===== src/rtl/controlador_jugada_if.sv =====
// Player-input / board-state bundle between the turn stage, this controller,
// and the win-checker and display stages.
interface controlador_jugada_if #(
  parameter int COLS = 7,
  parameter int ROWS = 6
);
  logic                     pressIzq;
  logic                     pressDer;
  logic                     pressEnt;
  logic                     lock;
  logic [2:0]               cursor;
  logic                     turno;
  logic [2*ROWS*COLS-1:0]   tablero;
  logic [2:0]               last_row;
  logic [2:0]               last_col;
  logic                     move_done;
  logic                     col_full;
  logic                     board_full;
  logic                     busy;

  modport master (
    output pressIzq, pressDer, pressEnt, lock,
    input  cursor, turno, tablero, last_row, last_col,
           move_done, col_full, board_full, busy
  );

  modport slave (
    input  pressIzq, pressDer, pressEnt, lock,
    output cursor, turno, tablero, last_row, last_col,
           move_done, col_full, board_full, busy
  );
endinterface


===== src/rtl/controlador_jugada.sv =====
// Connect4 move controller: moves the column cursor, scans the column bottom-up
// one row per cycle, and drops the current player's piece into the lowest empty cell.
module controlador_jugada #(
  parameter int COLS = 7,
  parameter int ROWS = 6
) (
  input  logic                  clk,
  input  logic                  reset,
  controlador_jugada_if.slave   bus
);
  localparam int IW   = $clog2(2*ROWS*COLS);
  localparam int CNTW = $clog2(ROWS*COLS+1);

  typedef enum logic [1:0] {IDLE, SCAN, WRITE} state_t;

  state_t          state;
  logic [2:0]      selCol;
  logic [2:0]      row;
  logic [CNTW-1:0] pieceCnt;
  logic [IW-1:0]   cellIdx;

  // SCAN and WRITE both address the same cell, so one index serves both.
  always_comb begin
    cellIdx = IW'(2*(int'(row)*COLS + int'(selCol)));
  end

  always_ff @(posedge clk or posedge reset) begin
    if (reset) begin
      state          <= IDLE;
      selCol         <= '0;
      row            <= '0;
      pieceCnt       <= '0;
      bus.cursor     <= 3'(COLS/2);
      bus.turno      <= 1'b0;
      bus.tablero    <= '0;
      bus.last_row   <= '0;
      bus.last_col   <= '0;
      bus.move_done  <= 1'b0;
      bus.col_full   <= 1'b0;
      bus.board_full <= 1'b0;
      bus.busy       <= 1'b0;
    end else begin
      bus.move_done <= 1'b0;
      bus.col_full  <= 1'b0;
      case (state)
        IDLE: begin
          if (!bus.lock && !bus.board_full) begin
            if (bus.pressIzq) begin
              if (bus.cursor != 3'd0) bus.cursor <= bus.cursor - 3'd1;
            end else if (bus.pressDer) begin
              if (bus.cursor != 3'(COLS-1)) bus.cursor <= bus.cursor + 3'd1;
            end else if (bus.pressEnt) begin
              selCol   <= bus.cursor;
              row      <= '0;
              state    <= SCAN;
              bus.busy <= 1'b1;
            end
          end
        end
        SCAN: begin
          if (bus.tablero[cellIdx +: 2] == 2'b00) begin
            state <= WRITE;
          end else if (row == 3'(ROWS-1)) begin
            bus.col_full <= 1'b1;
            state        <= IDLE;
            bus.busy     <= 1'b0;
          end else begin
            row <= row + 3'd1;
          end
        end
        WRITE: begin
          bus.tablero[cellIdx +: 2] <= bus.turno ? 2'b10 : 2'b01;
          bus.last_row  <= row;
          bus.last_col  <= selCol;
          bus.move_done <= 1'b1;
          bus.turno     <= ~bus.turno;
          pieceCnt      <= pieceCnt + 1'b1;
          if (pieceCnt == CNTW'(ROWS*COLS-1)) bus.board_full <= 1'b1;
          state    <= IDLE;
          bus.busy <= 1'b0;
        end
        default: begin
          state    <= IDLE;
          bus.busy <= 1'b0;
        end
      endcase
    end
  end
endmodule


===== src/flat_wrapper.sv =====
// flat-port wrapper written by rule: the top's interface ports become plain ports
module controlador_jugada_flat 
#(
  parameter int COLS = 7,
  parameter int ROWS = 6
)
  (clk, reset, bus_pressIzq, bus_pressDer, bus_pressEnt, bus_lock, bus_cursor, bus_turno, bus_tablero, bus_last_row, bus_last_col, bus_move_done, bus_col_full, bus_board_full, bus_busy);
  controlador_jugada_if #(.COLS(COLS), .ROWS(ROWS)) bus_i ();
  input  logic clk;
  input  logic reset;
  input wire logic [$bits(bus_i.pressIzq)-1:0] bus_pressIzq;
  input wire logic [$bits(bus_i.pressDer)-1:0] bus_pressDer;
  input wire logic [$bits(bus_i.pressEnt)-1:0] bus_pressEnt;
  input wire logic [$bits(bus_i.lock)-1:0] bus_lock;
  output wire logic [$bits(bus_i.cursor)-1:0] bus_cursor;
  output wire logic [$bits(bus_i.turno)-1:0] bus_turno;
  output wire logic [$bits(bus_i.tablero)-1:0] bus_tablero;
  output wire logic [$bits(bus_i.last_row)-1:0] bus_last_row;
  output wire logic [$bits(bus_i.last_col)-1:0] bus_last_col;
  output wire logic [$bits(bus_i.move_done)-1:0] bus_move_done;
  output wire logic [$bits(bus_i.col_full)-1:0] bus_col_full;
  output wire logic [$bits(bus_i.board_full)-1:0] bus_board_full;
  output wire logic [$bits(bus_i.busy)-1:0] bus_busy;
  assign bus_i.pressIzq = bus_pressIzq;
  assign bus_i.pressDer = bus_pressDer;
  assign bus_i.pressEnt = bus_pressEnt;
  assign bus_i.lock = bus_lock;
  assign bus_cursor = bus_i.cursor;
  assign bus_turno = bus_i.turno;
  assign bus_tablero = bus_i.tablero;
  assign bus_last_row = bus_i.last_row;
  assign bus_last_col = bus_i.last_col;
  assign bus_move_done = bus_i.move_done;
  assign bus_col_full = bus_i.col_full;
  assign bus_board_full = bus_i.board_full;
  assign bus_busy = bus_i.busy;
  controlador_jugada #(.COLS(COLS), .ROWS(ROWS)) u_core (.clk(clk), .reset(reset), .bus(bus_i));
endmodule

===== config.mk =====
export PLATFORM = sky130hd
export DESIGN_NAME = controlador_jugada_flat
export DESIGN_NICKNAME = d
export VERILOG_FILES = /design/src/rtl/controlador_jugada_if.sv /design/src/rtl/controlador_jugada.sv /design/src/flat_wrapper.sv
export SDC_FILE = /design/constraint.sdc
export NUM_CORES = 1
export LEC_CHECK = 0
export CAP_MARGIN = 20
export CORE_UTILIZATION = 48
export DETAILED_ROUTE_END_ITERATION = 8
export GPL_TIMING_DRIVEN = 0
export HOLD_SLACK_MARGIN = 0.15
export PLACE_DENSITY = 0.81
export SKIP_CTS_REPAIR_TIMING = 1
export SYNTH_ARGS = -nofsm -noshare
export SYNTH_HDL_FRONTEND = slang
export SYNTH_SLANG_ARGS = --single-unit

===== constraint.sdc =====
create_clock -name clk -period 4.4 [get_ports clk]
set_input_delay 1.32 -clock clk [delete_from_list [all_inputs] [get_ports clk]]
set_output_delay 1.32 -clock clk [all_outputs]
set_load 0.03 [all_outputs]

==> metrics.md <==
| Metric | Value |
|---|---|
| Routed vias | 4839 |
| Slew @ Worst Pin | 0.798 ns |
| Proportion of synthesized area in mux cells | 0.139 |
| Vias in the first global route | 4939 |
| Setup crit end kind | register |
| Final setup vio count | 0 |
| Synth Area in Adders | 0.0477 |
| Maximum clock rate | 0.237 GHz |
| Die height | 112 microns |
| Slew HR | 0.466 |
| Drt wl/cell | 20.0 microns |
| Clock Tree Buf Depth | 2 |
| # IOs | 104 |
| Placement Cell Area | 0.00701 sq mm |
| Nets | 693 |
| Initial Utilization | 0.499 |
| Main flop type after synthesis | dfrtp_1 |
| Syn_area_per_cell | 10.5 sq um |
| Status | finished, violations left |
| Root Driver | clkbuf_16 |
| Synth Area in XOR/XNOR | 0.0237 |
| Final Max Tran Viols | 0 |
| Routed vias/inst | 5.93 |
| Failing checks | DRC |
| Worst-path clk slew | 0.07 ns |
| Post-Syn Area | 0.00577 sq mm |
| IO buf count | 103 |
| Post-synth EDFFs | 0 |
| # diodes | 0 |
| Grt total ovfl | 0 |
| WP data arrival | 4.46 ns |
| RSZ-0062 raised after global routing | no |
| CORE AREA | 0.0116 sq mm |
| Worst-Skew Late Latency | 0.35 ns |
| Largest net degree at the start of global routing | 63 |
| CTS tree | done |
| Max cap viols | 0 |
| Synth Area in Simple Gates | 0.184 |
| Post-synthesis compound-gate area fraction | 0.0885 |
| DR iter-0 viols | 292 |
| Skew final | 0.00568 ns |
| Die area | 0.0125 sq mm |
| Post-synth cell types | 61 |
| Num rows | 39 |
| Register bit total from synthesis | 112 |
| DRT Pass-1 Iters | 9 |
| TritonCTS Buffers | 9 |
| Total GRT Usage | 0.275 |
| Synth warnings | 0 |
| WP data required | 4.64 ns |
| DRT Wirelength | 16300 microns |
| Minimum clock period after layout | 4.22 ns |
| Share of cells above drive strength 1 | 0.177 |
| Final GP Congestion | 0.921 |
| Crit Reg-Reg Startpoint | u_core.row[1]$_DFFE_PP0P_ |
| Antenna Nets Post-Route | 0 |
| CP max FO | 10 |
| Setup TNS | 0 ns |
| Hold Path Class | register to register |
| Area delta synth->final | 27.3% |
| Most frequent cell after synthesis | dfrtp_1 |
| Hold Vio Cnt, Final | 0 |
| Main combinational cell family by area after synthesis | simple AND/OR/NAND/NOR gates |
| Crit path from | u_core.row[1]$_DFFE_PP0P_ |
| First-pass GRT wire length | 26300 microns |
| Commonest cells in the netlist | dfrtp_1, mux2_2, nand2_1 |
| Fin area | 0.00734 sq mm |
| CP Launch Type | register |
| Top cells by area, synth | dfrtp_1, mux2_2, nand2_1, nor2_1, ha_1 |
| Async SR Flop Fraction | 1.00 |
| Post-Synthesis Cells | 549 |
| Die width | 112 microns |
| Top-area cell type share of the netlist area | 0.477 |
| Min-delay src | u_core.pieceCnt[5]$_DFFE_PP0P_ |
| HPWL Detailed | 12000 microns |
| Leading area contributor after synthesis | dfrtp_1 |
| # DRC | 7 |
| Initial antenna violation count | 0 |
| Final period util | 0.959 |
| Critical path type | register to register |
| Clock sink count | 112 |
| H-tree depth | 3 |
| Syn nets | 574 |
| Seq/Total Area, Yosys | 0.487 |
[cell families (layout without fill, tap and decap cells)]
| logic type | count (synthesis) | after routing |
|---|---|---|
| AOI/OAI and AO/OA | 79 | 79 |
| xor gates and xnor gates | 14 | 14 |
| adders and majority gates | 19 | 19 |
| buffers and inverters | 38 | 162 |
| DFF | 112 | 112 |
| muxes | 70 | 70 |
| and+or+nand+nor | 217 | 217 |
[worst max-delay path, stage by stage, from the launching register on]
cell and delay, ns:
dfrtp_2 0.47, fa_1 0.50, fa_1 0.58, fa_2 0.49
buf_4 0.22, nor4_4 0.31, xnor3_1 0.30, o22a_2 0.28
or4_4 0.46, nor2_2 0.14, mux2_2 0.35
[layout by cell type (no fill, tap or decap), types with 14 or more instances in the layout]
cell type,count
dfrtp_1,107
clkdlybuf4s50_1,103
mux2_2,66
nand2_1,65
nor2_1,48
nor3_1,31
o21ai_0,27
a21oi_1,16
inv_1,14
nand2b_1,14
ha_1,14
[per-layer routing]
| metal | part of all wire | routed length (microns) | GRT usage |
|---|---|---|---|
| met4 | 0.031 | 500 | 0.118 |
| met5 | 0 | 0 | 0 |
| met3 | 0.060 | 972 | 0.0523 |
| met2 | 0.48 | 7860 | 0.456 |
| met1 | 0.43 | 6970 | 0.355 |
[area by class of cell]
class,instances,area [sq um]
Fill cell,928,4230
Sequential cell,112,2810
Multi-Input combinational cell,399,2790
Timing Repair Buffer,108,1090
Clock buffer,13,260
Tap cell,143,179
Buffer,21,121
Inverter,17,66.3
Clock inverter,3,25.0
[sequential cells by signal (all words and copies together) (netlist names)]
register	cells
u_core.bus.board_full	1
u_core.bus.busy	1
u_core.bus.col_full	1
u_core.bus.cursor	3
u_core.bus.last_col	3
u_core.bus.last_row	3
u_core.bus.move_done	1
u_core.bus.tablero	84
u_core.bus.turno	1
u_core.pieceCnt	6
u_core.row	3
u_core.selCol	3
u_core.state	2
[stage by stage]
| stage | hold slack (ns) | util | setup slack (ns) | std cells |
|---|---|---|---|---|
| 3_5_place_dp | 0.463 | 0.606 | -0.139 | 796 |
| 5_1_grt | 0.500 | 0.635 | 0.0174 | 816 |
| 2_1_floorplan | 0.437 | - | 0.124 | 549 |
| 6_report | 0.473 | 0.635 | 0.178 | 816 |
| 3_3_place_gp | 0.456 | 0.603 | -1.25 | 795 |
| 4_1_cts | 0.476 | 0.630 | -0.163 | 812 |
[final timing paths]
kind / end / slack (ns) / cells past startpoint
setup / recovery: u_core.bus.tablero[29]$_DFFE_PP0P_ / 0.18 / 10
setup reg to reg: u_core.bus.tablero[29]$_DFFE_PP0P_ / 0.18 / 10
hold / removal: u_core.pieceCnt[5]$_DFFE_PP0P_ / 0.47 / 1
hold reg to reg: u_core.pieceCnt[5]$_DFFE_PP0P_ / 0.47 / 1
max in group asynchronous: u_core.bus.tablero[18]$_DFFE_PP0P_ / 2.26 / 3
min in group asynchronous: u_core.row[1]$_DFFE_PP0P_ / 1.42 / 2
Power is left out: the tool's default activity adds up to more than one toggle a clock period on the data nets, which glitch-free logic cannot reach.
